===== config.mk =====
export PLATFORM = sky130hd
export DESIGN_NAME = sort_sequencer
export DESIGN_NICKNAME = d
export VERILOG_FILES = /design/src/rtl/sort_sequencer.sv
export SDC_FILE = /design/constraint.sdc
export NUM_CORES = 1
export LEC_CHECK = 0
export ABC_AREA = 0
export ABC_CLOCK_PERIOD_IN_PS = 4100
export CAP_MARGIN = 10
export CORE_MARGIN = 4
export CORE_UTILIZATION = 29
export CTS_BUF_LIST = sky130_fd_sc_hd__clkbuf_16
export DETAILED_ROUTE_END_ITERATION = 8
export SYNTH_ARGS = -nofsm -noshare
export SYNTH_HDL_FRONTEND = slang
export SYNTH_SLANG_ARGS = --single-unit

===== constraint.sdc =====
create_clock -name clk -period 4.1 [get_ports clk]
set_clock_uncertainty 0.1 [all_clocks]
set_input_delay 0.82 -clock clk [delete_from_list [all_inputs] [get_ports clk]]
set_output_delay 0.82 -clock clk [all_outputs]
set_load 0.05 [all_outputs]

===== src/rtl/sort_sequencer.sv =====
// sort_sequencer: collects ELEMENT_NUM words, presents them bit-plane-wise to an
// external sorting engine, and streams the engine's emitted indices (with their
// original values) out through a first-in-first-out result queue.
module sort_sequencer #(
    parameter int unsigned ELEMENT_NUM      = 8,
    parameter int unsigned DATA_WIDTH       = 8,
    parameter int unsigned LOG2_ELEMENT_NUM = 3,
    parameter int unsigned LOG2_DATA_WIDTH  = 3
) (
    input  logic                        clk,
    input  logic                        rst,
    input  logic                        in_valid,
    input  logic [DATA_WIDTH-1:0]       in_data,
    output logic                        in_ready,
    input  logic                        abort,
    output logic                        eng_rst,
    output logic                        eng_flag,
    input  logic [LOG2_DATA_WIDTH-1:0]  eng_bit_addr,
    output logic [ELEMENT_NUM-1:0]      eng_bit_data,
    input  logic [LOG2_ELEMENT_NUM-1:0] eng_le_addr,
    input  logic                        eng_valid,
    output logic                        out_valid,
    input  logic                        out_ready,
    output logic [LOG2_ELEMENT_NUM-1:0] out_idx,
    output logic [DATA_WIDTH-1:0]       out_data,
    output logic                        busy
);

    localparam int unsigned IDX_W = LOG2_ELEMENT_NUM;
    localparam int unsigned CNT_W = LOG2_ELEMENT_NUM + 1;
    localparam int unsigned BIT_W = LOG2_DATA_WIDTH;

    localparam logic [IDX_W-1:0] LAST_IDX = IDX_W'(ELEMENT_NUM - 1);
    localparam logic [CNT_W-1:0] FULL_CNT = CNT_W'(ELEMENT_NUM);

    typedef enum logic [2:0] {
        S_IDLE,
        S_LOAD,
        S_CLEAR,
        S_SORT,
        S_DRAIN
    } state_e;

    // Control state
    state_e           state_q, state_d;
    logic [IDX_W-1:0] load_cnt_q, load_cnt_d;
    logic [CNT_W-1:0] res_cnt_q, res_cnt_d;

    // Result queue bookkeeping
    logic [IDX_W-1:0] wr_ptr_q, wr_ptr_d;
    logic [IDX_W-1:0] rd_ptr_q, rd_ptr_d;
    logic [CNT_W-1:0] fifo_cnt_q, fifo_cnt_d;

    // Registered outputs
    logic in_ready_q, in_ready_d;
    logic eng_rst_q, eng_rst_d;
    logic eng_flag_q, eng_flag_d;
    logic busy_q, busy_d;

    // Storage: transposed bit planes for the engine, full words for readout
    logic [ELEMENT_NUM-1:0] plane_q [DATA_WIDTH];
    logic [DATA_WIDTH-1:0]  elem_q  [ELEMENT_NUM];
    logic [IDX_W-1:0]       fifo_q  [ELEMENT_NUM];

    logic accept;
    logic store;
    logic push;
    logic pop;
    logic fifo_empty;
    logic fifo_full;

    // Circular pointer advance that also works for non-power-of-two depths
    function automatic logic [IDX_W-1:0] ptr_inc(input logic [IDX_W-1:0] p);
        return (p == LAST_IDX) ? '0 : p + IDX_W'(1);
    endfunction

    // Handshake qualifiers
    assign fifo_empty = (fifo_cnt_q == '0);
    assign fifo_full  = (fifo_cnt_q == FULL_CNT);
    assign accept     = in_valid && in_ready_q;
    assign store      = accept && !abort;
    assign pop        = out_valid && out_ready;
    assign push       = (state_q == S_SORT) && eng_valid && (!fifo_full || pop);

    // Result queue pointer/count update; abort empties the queue
    always_comb begin
        wr_ptr_d   = wr_ptr_q;
        rd_ptr_d   = rd_ptr_q;
        fifo_cnt_d = fifo_cnt_q;
        if (push) begin
            wr_ptr_d = ptr_inc(wr_ptr_q);
        end
        if (pop) begin
            rd_ptr_d = ptr_inc(rd_ptr_q);
        end
        case ({push, pop})
            2'b10:   fifo_cnt_d = fifo_cnt_q + CNT_W'(1);
            2'b01:   fifo_cnt_d = fifo_cnt_q - CNT_W'(1);
            default: fifo_cnt_d = fifo_cnt_q;
        endcase
        if (abort) begin
            wr_ptr_d   = '0;
            rd_ptr_d   = '0;
            fifo_cnt_d = '0;
        end
    end

    // Next-state and next-output logic for the job sequencer
    always_comb begin
        state_d    = state_q;
        load_cnt_d = load_cnt_q;
        res_cnt_d  = res_cnt_q;

        unique case (state_q)
            S_IDLE, S_LOAD: begin
                if (accept) begin
                    if (load_cnt_q == LAST_IDX) begin
                        state_d    = S_CLEAR;
                        load_cnt_d = '0;
                    end else begin
                        state_d    = S_LOAD;
                        load_cnt_d = load_cnt_q + IDX_W'(1);
                    end
                end
            end
            S_CLEAR: begin
                state_d   = S_SORT;
                res_cnt_d = '0;
            end
            S_SORT: begin
                if (eng_valid) begin
                    res_cnt_d = res_cnt_q + CNT_W'(1);
                    if (res_cnt_d == FULL_CNT) begin
                        state_d = S_DRAIN;
                    end
                end
            end
            S_DRAIN: begin
                if (fifo_cnt_d == '0) begin
                    state_d   = S_IDLE;
                    res_cnt_d = '0;
                end
            end
            default: begin
                state_d    = S_IDLE;
                load_cnt_d = '0;
                res_cnt_d  = '0;
            end
        endcase

        if (abort) begin
            state_d    = S_IDLE;
            load_cnt_d = '0;
            res_cnt_d  = '0;
        end

        in_ready_d = (state_d == S_IDLE) || (state_d == S_LOAD);
        eng_flag_d = (state_d != S_SORT);
        eng_rst_d  = (state_d == S_CLEAR) || abort;
        busy_d     = (state_d != S_IDLE);
    end

    // Control and output registers
    always_ff @(posedge clk or negedge rst) begin
        if (!rst) begin
            state_q    <= S_IDLE;
            load_cnt_q <= '0;
            res_cnt_q  <= '0;
            wr_ptr_q   <= '0;
            rd_ptr_q   <= '0;
            fifo_cnt_q <= '0;
            in_ready_q <= 1'b1;
            eng_rst_q  <= 1'b1;
            eng_flag_q <= 1'b1;
            busy_q     <= 1'b0;
        end else begin
            state_q    <= state_d;
            load_cnt_q <= load_cnt_d;
            res_cnt_q  <= res_cnt_d;
            wr_ptr_q   <= wr_ptr_d;
            rd_ptr_q   <= rd_ptr_d;
            fifo_cnt_q <= fifo_cnt_d;
            in_ready_q <= in_ready_d;
            eng_rst_q  <= eng_rst_d;
            eng_flag_q <= eng_flag_d;
            busy_q     <= busy_d;
        end
    end

    // Element, bit-plane and result-queue storage (contents need no reset)
    always_ff @(posedge clk) begin
        if (store) begin
            elem_q[load_cnt_q] <= in_data;
            for (int unsigned b = 0; b < DATA_WIDTH; b++) begin
                plane_q[BIT_W'(b)][load_cnt_q] <= in_data[BIT_W'(b)];
            end
        end
        if (push && !abort) begin
            fifo_q[wr_ptr_q] <= eng_le_addr;
        end
    end

    // Output mapping; head fields read as zero while the queue is empty
    assign in_ready     = in_ready_q;
    assign eng_rst      = eng_rst_q;
    assign eng_flag     = eng_flag_q;
    assign busy         = busy_q;
    assign eng_bit_data = plane_q[eng_bit_addr];
    assign out_valid    = !fifo_empty;
    assign out_idx      = fifo_empty ? '0 : fifo_q[rd_ptr_q];
    assign out_data     = fifo_empty ? '0 : elem_q[fifo_q[rd_ptr_q]];

endmodule


# == After elaboration in Yosys (flattened, before gate mapping) ==
# Memories as Yosys holds them, arrays and structs flattened.
# Cells that the tools add are included.
# totals
regBits,24
mem_bits_rw,152
memories,3
# mem_list
name,words,width,rd,rd_ports_with_merged_regs,wr,line_no,source
elem_q,8,8,1,0,1,62,logic [DATA_WIDTH-1:0] elem_q [ELEMENT_NUM];
plane_q,8,8,1,0,8,61,logic [ELEMENT_NUM-1:0] plane_q [DATA_WIDTH];
fifo_q,8,3,1,0,1,63,logic [IDX_W-1:0] fifo_q [ELEMENT_NUM];
# op_classes
n_addsub,6
magnitude_cmp,2
n_eq_ne,19
muxes,32
n_reduce_logical,24
# ops
cell,count
2-to-1 mux 3 bit,15
2-to-1 mux 4 bit,4
2-to-1 mux 8 bit,2
== test 3 bit (second input constant),4
case mux 3 bit (4 select lines),1
case mux 4 bit (3 select lines),1
adder 3 x 1 -> 3 bit (second input constant),3
== test 3 x 2 -> 1 bit (second input constant),3
inequality test 3 bit (second input constant),3
adder 4 x 1 -> 4 bit (second input constant),2
== test 4 bit (second input constant),2
zero test 4 bit,2
case mux 4 bit (2 select lines),1
logical AND 1 bit,7
== test 3 x 1 -> 1 bit (second input constant),2
zero test 3 bit,2
case mux 3 bit (2 select lines),1
2-to-1 mux 1 bit,5
less-than comparator 3 x 4 -> 1 bit (second input constant),1
nonzero test 2 bit,2
subtractor 4 x 1 -> 4 bit (second input constant),1
demux 1 bit (select 3 bit),1
greater-or-equal comparator 3 x 1 -> 1 bit (second input constant),1
zero test 1 bit,3
12 further kinds,14

# == Logic depth before layout (Yosys ltp) ==
# Gate-level depths: netlist of run 1.
# logic_depth
word_depth,14
ltp_mapped,10
depth_no_buf,9

# == Least setup slack after synthesis of run 1 ==
# No wires, ideal clock.
# synth_timing
path_kind,input -> output
startpoint,in eng_bit_addr[0]
endpoint,out eng_bit_data[0]
arrival_ns,2.447
setup_slack_ns,0.733
stages,4
path_buffers,2
cell_sequence,clkbuf_1 > buf_2 > mux4_2 > mux2_2
# synth_between
elab_chain_len,1
# synth_rtl
element,line_no,source
start: declaration,18,"input logic [LOG2_DATA_WIDTH-1:0] eng_bit_addr,"
memory (8 x 8 bit),--,
end: declaration,19,"output logic [ELEMENT_NUM-1:0] eng_bit_data,"
# Every way passes these cells.

# == Worst setup path in the final report of run 1 ==
# layout_timing
startpoint,reg rd_ptr_q[0]
endpoint,out out_data[6]
# layout_between
elab_chain_len,3
# layout_rtl
element,line_no,source
start: declaration,51,"logic [IDX_W-1:0] rd_ptr_q, rd_ptr_d;"
start signal: assignment,181,rd_ptr_q <= rd_ptr_d;
memory (8 x 3 bit),--,
memory (8 x 8 bit),--,
2-to-1 mux 8 bit,211,assign out_data = fifo_empty ? '0 : elem_q[fifo_q[rd_ptr_q]];
end: declaration,25,"output logic [DATA_WIDTH-1:0] out_data,"
# Every way passes these cells.

==> results of run 1 <==
==> sequential cells by signal (all words and copies together), names as in the netlist <==
register,cells
res_cnt_q,4
rd_ptr_q,3
fifo_q,24
load_cnt_q,3
eng_flag,1
fifo_cnt_q,4
elem_q,56
in_ready,1
state_q,3
busy,1
plane_q,8
eng_rst,1
wr_ptr_q,3
==> how the worst max path moves through the flow <==
stage | startpoint | slack (ns) | to | cells after the start
after global placement | eng_valid | 0.36 | res_cnt_q[1] | 11
after floorplan | eng_bit_addr[0] | 0.73 | eng_bit_data[0] | 4
after detailed placement | eng_valid | 0.31 | res_cnt_q[0] | 11
after CTS | rd_ptr_q[0] | 0.02 | out_data[6] | 5
after global routing | rd_ptr_q[0] | 0.11 | out_data[2] | 5
final | rd_ptr_q[0] | 0.22 | out_data[6] | 5
==> per-stage QoR <==
stage | utilization (%) | cell area, µm² | cells
after floorplan | - | 5450 | 347
after global placement | 33.8 | 6150 | 618
after detailed placement | 33.8 | 6150 | 618
after CTS | 35.3 | 6440 | 634
after global routing | 35.4 | 6450 | 635
final | 35.4 | 6450 | 635
==> cells by family (layout without fill, tap and decap cells) <==
| kind of cell | Yosys count | count (layout) | share of synthesized area [%] |
|---|---|---|---|
| xor+xnor | 6 | 6 | 0.964 |
| mux | 51 | 51 | 19.8 |
| flops | 112 | 112 | 59.5 |
| fa+ha+maj | 9 | 9 | 2.20 |
| buf+inv | 22 | 81 | 2.13 |
| simple gates | 98 | 98 | 8.97 |
| compound gates | 49 | 49 | 6.38 |
==> where the power goes <==
part | internal [µW] | switching [µW]
clock network | 425 | 422
logic | 308 | 495
registers | 1260 | 49.0
total | 1990 | 966
==> routing by layer <==
| layer | vias to the layer above | track usage, % | wire length [µm] |
|---|---|---|---|
| li1 | 1510 | - | - |
| met1 | 1665 | 15.7 | 5140 |
| met2 | 118 | 17.5 | 5550 |
| met3 | 10 | 3.31 | 767 |
| met4 | 0 | 2.42 | 100 |
| met5 | - | 0 | 0 |
==> timing repair <==
item / in CTS / in global routing
gates resized for setup: 0 / 1
endpoints found under the setup margin: 0 / 9
hold buffers: 0 / 0
==> cell usage in the layout, fill, tap and decap left out, types with 3 or more instances in the layout <==
cell type        Yosys  layout
nand2_1             23      23
inv_1                5       5
nor3_1              12      12
clkdlybuf4s50_1      0      27
mux2_2               8       8
clkbuf_16            0       9
nand2b_1             7       7
dfrtp_1             21      20
nand3_1              6       6
inv_6                0       3
mux4_1              16      16
nor4_1               4       4
mux2i_1              3       3
o21ai_0             10      10
a21o_1               3       3
a21oi_1             12      12
a31oi_1              3       3
edfxtp_1            88      88
ha_1                 8       8
buf_4                1      32
nor2_1              30      30
a22o_1               8       8
xnor2_1              4       4
mux4_2              22      22
dfstp_2              3       3
==> cell type report <==
cell class              count  area (µm²)
multi-input cells         213        2090
fillers                  1705       11800
inverters                   5        18.8
clock inverters             7        57.6
well taps                 229         287
flip-flops and latches    112        3250
clock buffers               9         225
repair buffers             60         522
==> critical path, cell delays in order (launching register included) <==
cell and delay, ns:
dfrtp_2 0.53, mux4_2 0.58, mux2i_4 0.42, mux4_1 0.68, a22o_1 0.21, buf_4 0.19
==> flow_summary.toml, run 1 <==
[logic_synthesis]
synth.top_cell.area_share_pct = 48.5
synth-main-ff-cell = "edfxtp_1"
yosysUniqueCellTypes = 52
ys_top_cells_by_count = "edfxtp_1 (88), nor2_1 (30), nand2_1 (23)"
synth_area_um2 = 5450
ys_seq_area_share_pct = 59.5
yosysTopAreaCell = "edfxtp_1"
yosysMostFrequentCell = "edfxtp_1"
synth-edff-count = 88
synthArstFlopShare_pct = 21.4
synth_seq_cells = 112
avgSynthCellArea_um2 = 15.7
syn_nets = 376
synthTopCellsByArea = "edfxtp_1 (48%), dfrtp_1 (9.6%), mux4_2 (9.1%)"
synthCells = 347
yosysWarnings = 0

[power]
p_total_uw = 2960
p_per_area_nw_per_um2 = 458
max-vdd-ir-drop_v = 0.000204
leakagePower_uw = 0.00226

[final_layout]
diodes = 0
layout-area-overhead-vs-synth_pct = 18.2
drive_gt1_share_pct = 22.4
nNetsFinal = 430

[clocking]
clockRootBuffer = "clkbuf_16"
postCtsSetupRepairBufs = 0
h-tree-depth = 3
cts_tree = "yes"
clkTransAtPathRegs_ns = 0.07
clk_path_buf_depth = 2
cts-buffers-inserted = 9
clk_latency_ns = 0.35
cts.sinks = 112

[floorplan]
start_util_pct = 30.0
fp.coreArea_um2 = 18200
dieArea_um2 = 21100
num_io_pins = 44
dieHeight_um = 145
die_x_um = 145
rows = 49

[outcome]
outcome = "complete, no violations"

[timing]
fin_ws_ns = 0.221
finalHoldViolations = 0
period_needed_ns = 3.88
fin_tns_setup_ns = 0
relSlewSlack_pct = 45.5
setup_viol = 0
hold_slack_ns = 0.424
fmax_mhz = 258
drv_slew = 0
tightestPinTransition_ns = 0.814
min_period_over_period_pct = 94.6
grt_setup_unrepaired = "false"

[worst_setup_path]
r2r_end = "res_cnt_q[0]"
r2r_start = "fifo_cnt_q[1]"
critical_path_class = "flop to output port"
crit_path_start_kind = "flop"
crit_arrival_ns = 2.96
cp_max_fo = 9
reg2reg_setup_slack_ns = 0.89
cp.required_ns = 3.18
reg2reg_depth = 10
end_kind = "output port"

[global_routing]
grt_start_max_net_pins = 25
grt_util_all_layers_pct = 11.2
grt_pass1_vias = 3239
grt_pass1_wl_mm = 18.8
overflow = 0
grt_antenna_before_repair = 0

[placed_design]
io_buffers = 43
gp_congestion = 0.816
hpwlAfterDp_mm = 8.42
pre_cts_slack_ns = 0.310

[drt]
via_count = 3303
dr.first_iter.drc_count = 191
postRouteAntennaNets = 0
routed_wl_mm = 11.6
via_per_inst = 5.20
drcViolationCount = 0
drt_first_pass_iters = 5
wire_per_inst_um = 18.2

[run]
drv_cap = 0

[worst_hold_path]
min_path_cells = 1
min_to = "res_cnt_q[2]"
worstHoldPathType = "flop to flop"
hp-start = "res_cnt_q[2]"
No activity file was read; power rests on OpenSTA's default activity.
==> run 2: changes to the inputs <==
--- a/config.mk
+++ b/config.mk
@@ -8,7 +8,7 @@
 export ABC_AREA = 0
 export ABC_CLOCK_PERIOD_IN_PS = 4100
 export CAP_MARGIN = 10
-export CORE_MARGIN = 4
+export CORE_MARGIN = 2
 export CORE_UTILIZATION = 29
 export CTS_BUF_LIST = sky130_fd_sc_hd__clkbuf_16
 export DETAILED_ROUTE_END_ITERATION = 8
==> run 2 against run 1 <==
Effect of this change: register-to-register slack improved by 0.07 ns; die area fell by 5.4%; critical endpoint is now out_idx[2]; routed wire length fell by 2.0%; final cell count rose by 1.3%; global-route usage rose by 0.57 points; maximum frequency barely moved.
==> flow_summary.toml, run 2 (synthesis gave the netlist of run 1 again) <==
[clocking]
h-tree-depth = 3
clk_path_buf_depth = 2
cts-buffers-inserted = 9
clk_latency_ns = 0.35
cts_tree = "yes"
hold_buffers = 0
clockRootBuffer = "clkbuf_16"
clkTransAtPathRegs_ns = 0.08
cts.sinks = 112
postCtsSetupRepairBufs = 2
post_cts_resized = 0

[global_routing]
top_usage_layer = "met2"
overflow = 0
grt_start_max_net_pins = 23
grt.met2_usage_pct = 19.5
grt_util_met3_pct = 2.38
gr-usage-met1_pct = 14.9
grt_antenna_before_repair = 0
grt_pass1_vias = 3348
grt_util_all_layers_pct = 11.8
grt_pass1_wl_mm = 18.1

[power]
max-vdd-ir-drop_v = 0.000214
p_per_area_nw_per_um2 = 453
leakagePower_uw = 0.00228

[worst_setup_path]
cp_max_fo = 9
cp_slowest_stage_delay_ns = 0.94
crit_arrival_ns = 2.96
crit_path_start_kind = "flop"
reg2reg_setup_slack_ns = 0.96
cp.required_ns = 3.18
cpMaxStageDelayCell = "clkdlybuf4s50_1"
crit_chain = "mux4_1, mux2i_1, nor2_1, clkdlybuf4s50_1"
end_kind = "output port"
cp_top_family = "buffers and inverters"
critical_path_class = "flop to output port"
crit_buf_inv = 1

[final_layout]
stdcell_count = 643
reg.largest.list = "elem_q: 56 flops, fifo_q: 24 flops, plane_q: 8 flops"
top_register = "elem_q"
largest_register_ffs = 56
layout_common_cells = "edfxtp_1 (88), buf_4 (34), nor2_1 (30)"
multi_input_area_um2 = 2090
diodes = 0
drive_gt1_share_pct = 22.7
final_common_cell = "edfxtp_1"
layout.filler_cells = 1744
fin_util_pct = 35.0
register_area_um2 = 3250
layout-area-overhead-vs-synth_pct = 19.1
nNetsFinal = 433
postLayoutCellArea_um2 = 6500

[timing]
fin_tns_setup_ns = 0
fmax_mhz = 258
finalHoldViolations = 0
grt_setup_unrepaired = "false"
tightestPinTransition_ns = 1.03
drv_slew = 0
min_period_over_period_pct = 94.6
period_needed_ns = 3.88
hold_slack_ns = 0.434
setup_viol = 0
relSlewSlack_pct = 31.0

[drt]
routed_wl_mm = 11.3
via_per_inst = 5.11
wire_per_inst_um = 17.6
via_count = 3285
dr.first_iter.drc_count = 329
drcViolationCount = 0
drt_first_pass_iters = 5
postRouteAntennaNets = 0

[placed_design]
io_buffers = 43
postPlaceCellArea_um2 = 6170
hpwlAfterDp_mm = 8.37
gp_congestion = 0.797
dp.cells = 625

[run]
drv_cap = 0

[worst_hold_path]
worstHoldPathType = "flop to flop"

[floorplan]
rows = 50
die_x_um = 141
dieArea_um2 = 19900
start_util_pct = 29.4
fp.coreArea_um2 = 18600
num_io_pins = 44
dieHeight_um = 141

[outcome]
outcome = "complete, no violations"
-- run 2: cell types whose count changed in the layout (fill, tap and decap cells not counted), sizes merged --
| cell | delta |
|---|---|
| clkinvlp | +2 |
| buf | +3 |
| clkinv | +1 |
| inv | -3 |
-- run 2: cell type report --
cell class,instances,share of cell area [%]
flip-flops and latches,112,50.0
multi-input cells,213,32.2
repair buffers,63,8.71
well taps,234,4.51
clock buffers,9,3.47
clock inverters,7,0.867
inverters,5,0.289
-- run 2: power breakdown --
group / internal (µW) / switching (µW)
registers: 1260 / 48.0
logic: 327 / 490
clock network: 419 / 402
total: 2000 / 941
-- run 2: per-layer routing --
layer | vias to the layer above | share of wire, %
li1 | 1517 | -
met1 | 1634 | 42
met2 | 117 | 50
met3 | 17 | 5.5
met4 | 0 | 2.6
met5 | - | 0
-- run 2: worst paths after layout --
check,start,to,depth (start not counted)
min in group asynchronous,rst,res_cnt_q[2],1
worst min-delay path,res_cnt_q[2],res_cnt_q[2],1
worst min register to register,res_cnt_q[2],res_cnt_q[2],1
max in group asynchronous,rst,eng_rst,2
worst max register to register,fifo_cnt_q[0],res_cnt_q[1],10
worst max-delay path,rd_ptr_q[0],out_idx[2],4
-- run 2: stage by stage --
stage | power, µW | setup WS (ns)
3_3_place_gp | 2120 | 0.355
6_report | 2940 | 0.220
5_1_grt | 3070 | 0.0533
3_5_place_dp | 2130 | 0.347
4_1_cts | 2970 | 0.180
2_1_floorplan | 1890 | 0.733
==> run 3: changes to the inputs <==
--- a/config.mk
+++ b/config.mk
@@ -12,6 +12,7 @@
 export CORE_UTILIZATION = 29
 export CTS_BUF_LIST = sky130_fd_sc_hd__clkbuf_16
 export DETAILED_ROUTE_END_ITERATION = 8
+export GPL_ROUTABILITY_DRIVEN = 0
 export SYNTH_ARGS = -nofsm -noshare
 export SYNTH_HDL_FRONTEND = slang
 export SYNTH_SLANG_ARGS = --single-unit
==> results of run 3 <==
The final DEF is identical to that of run 2; final timing and power are the same.
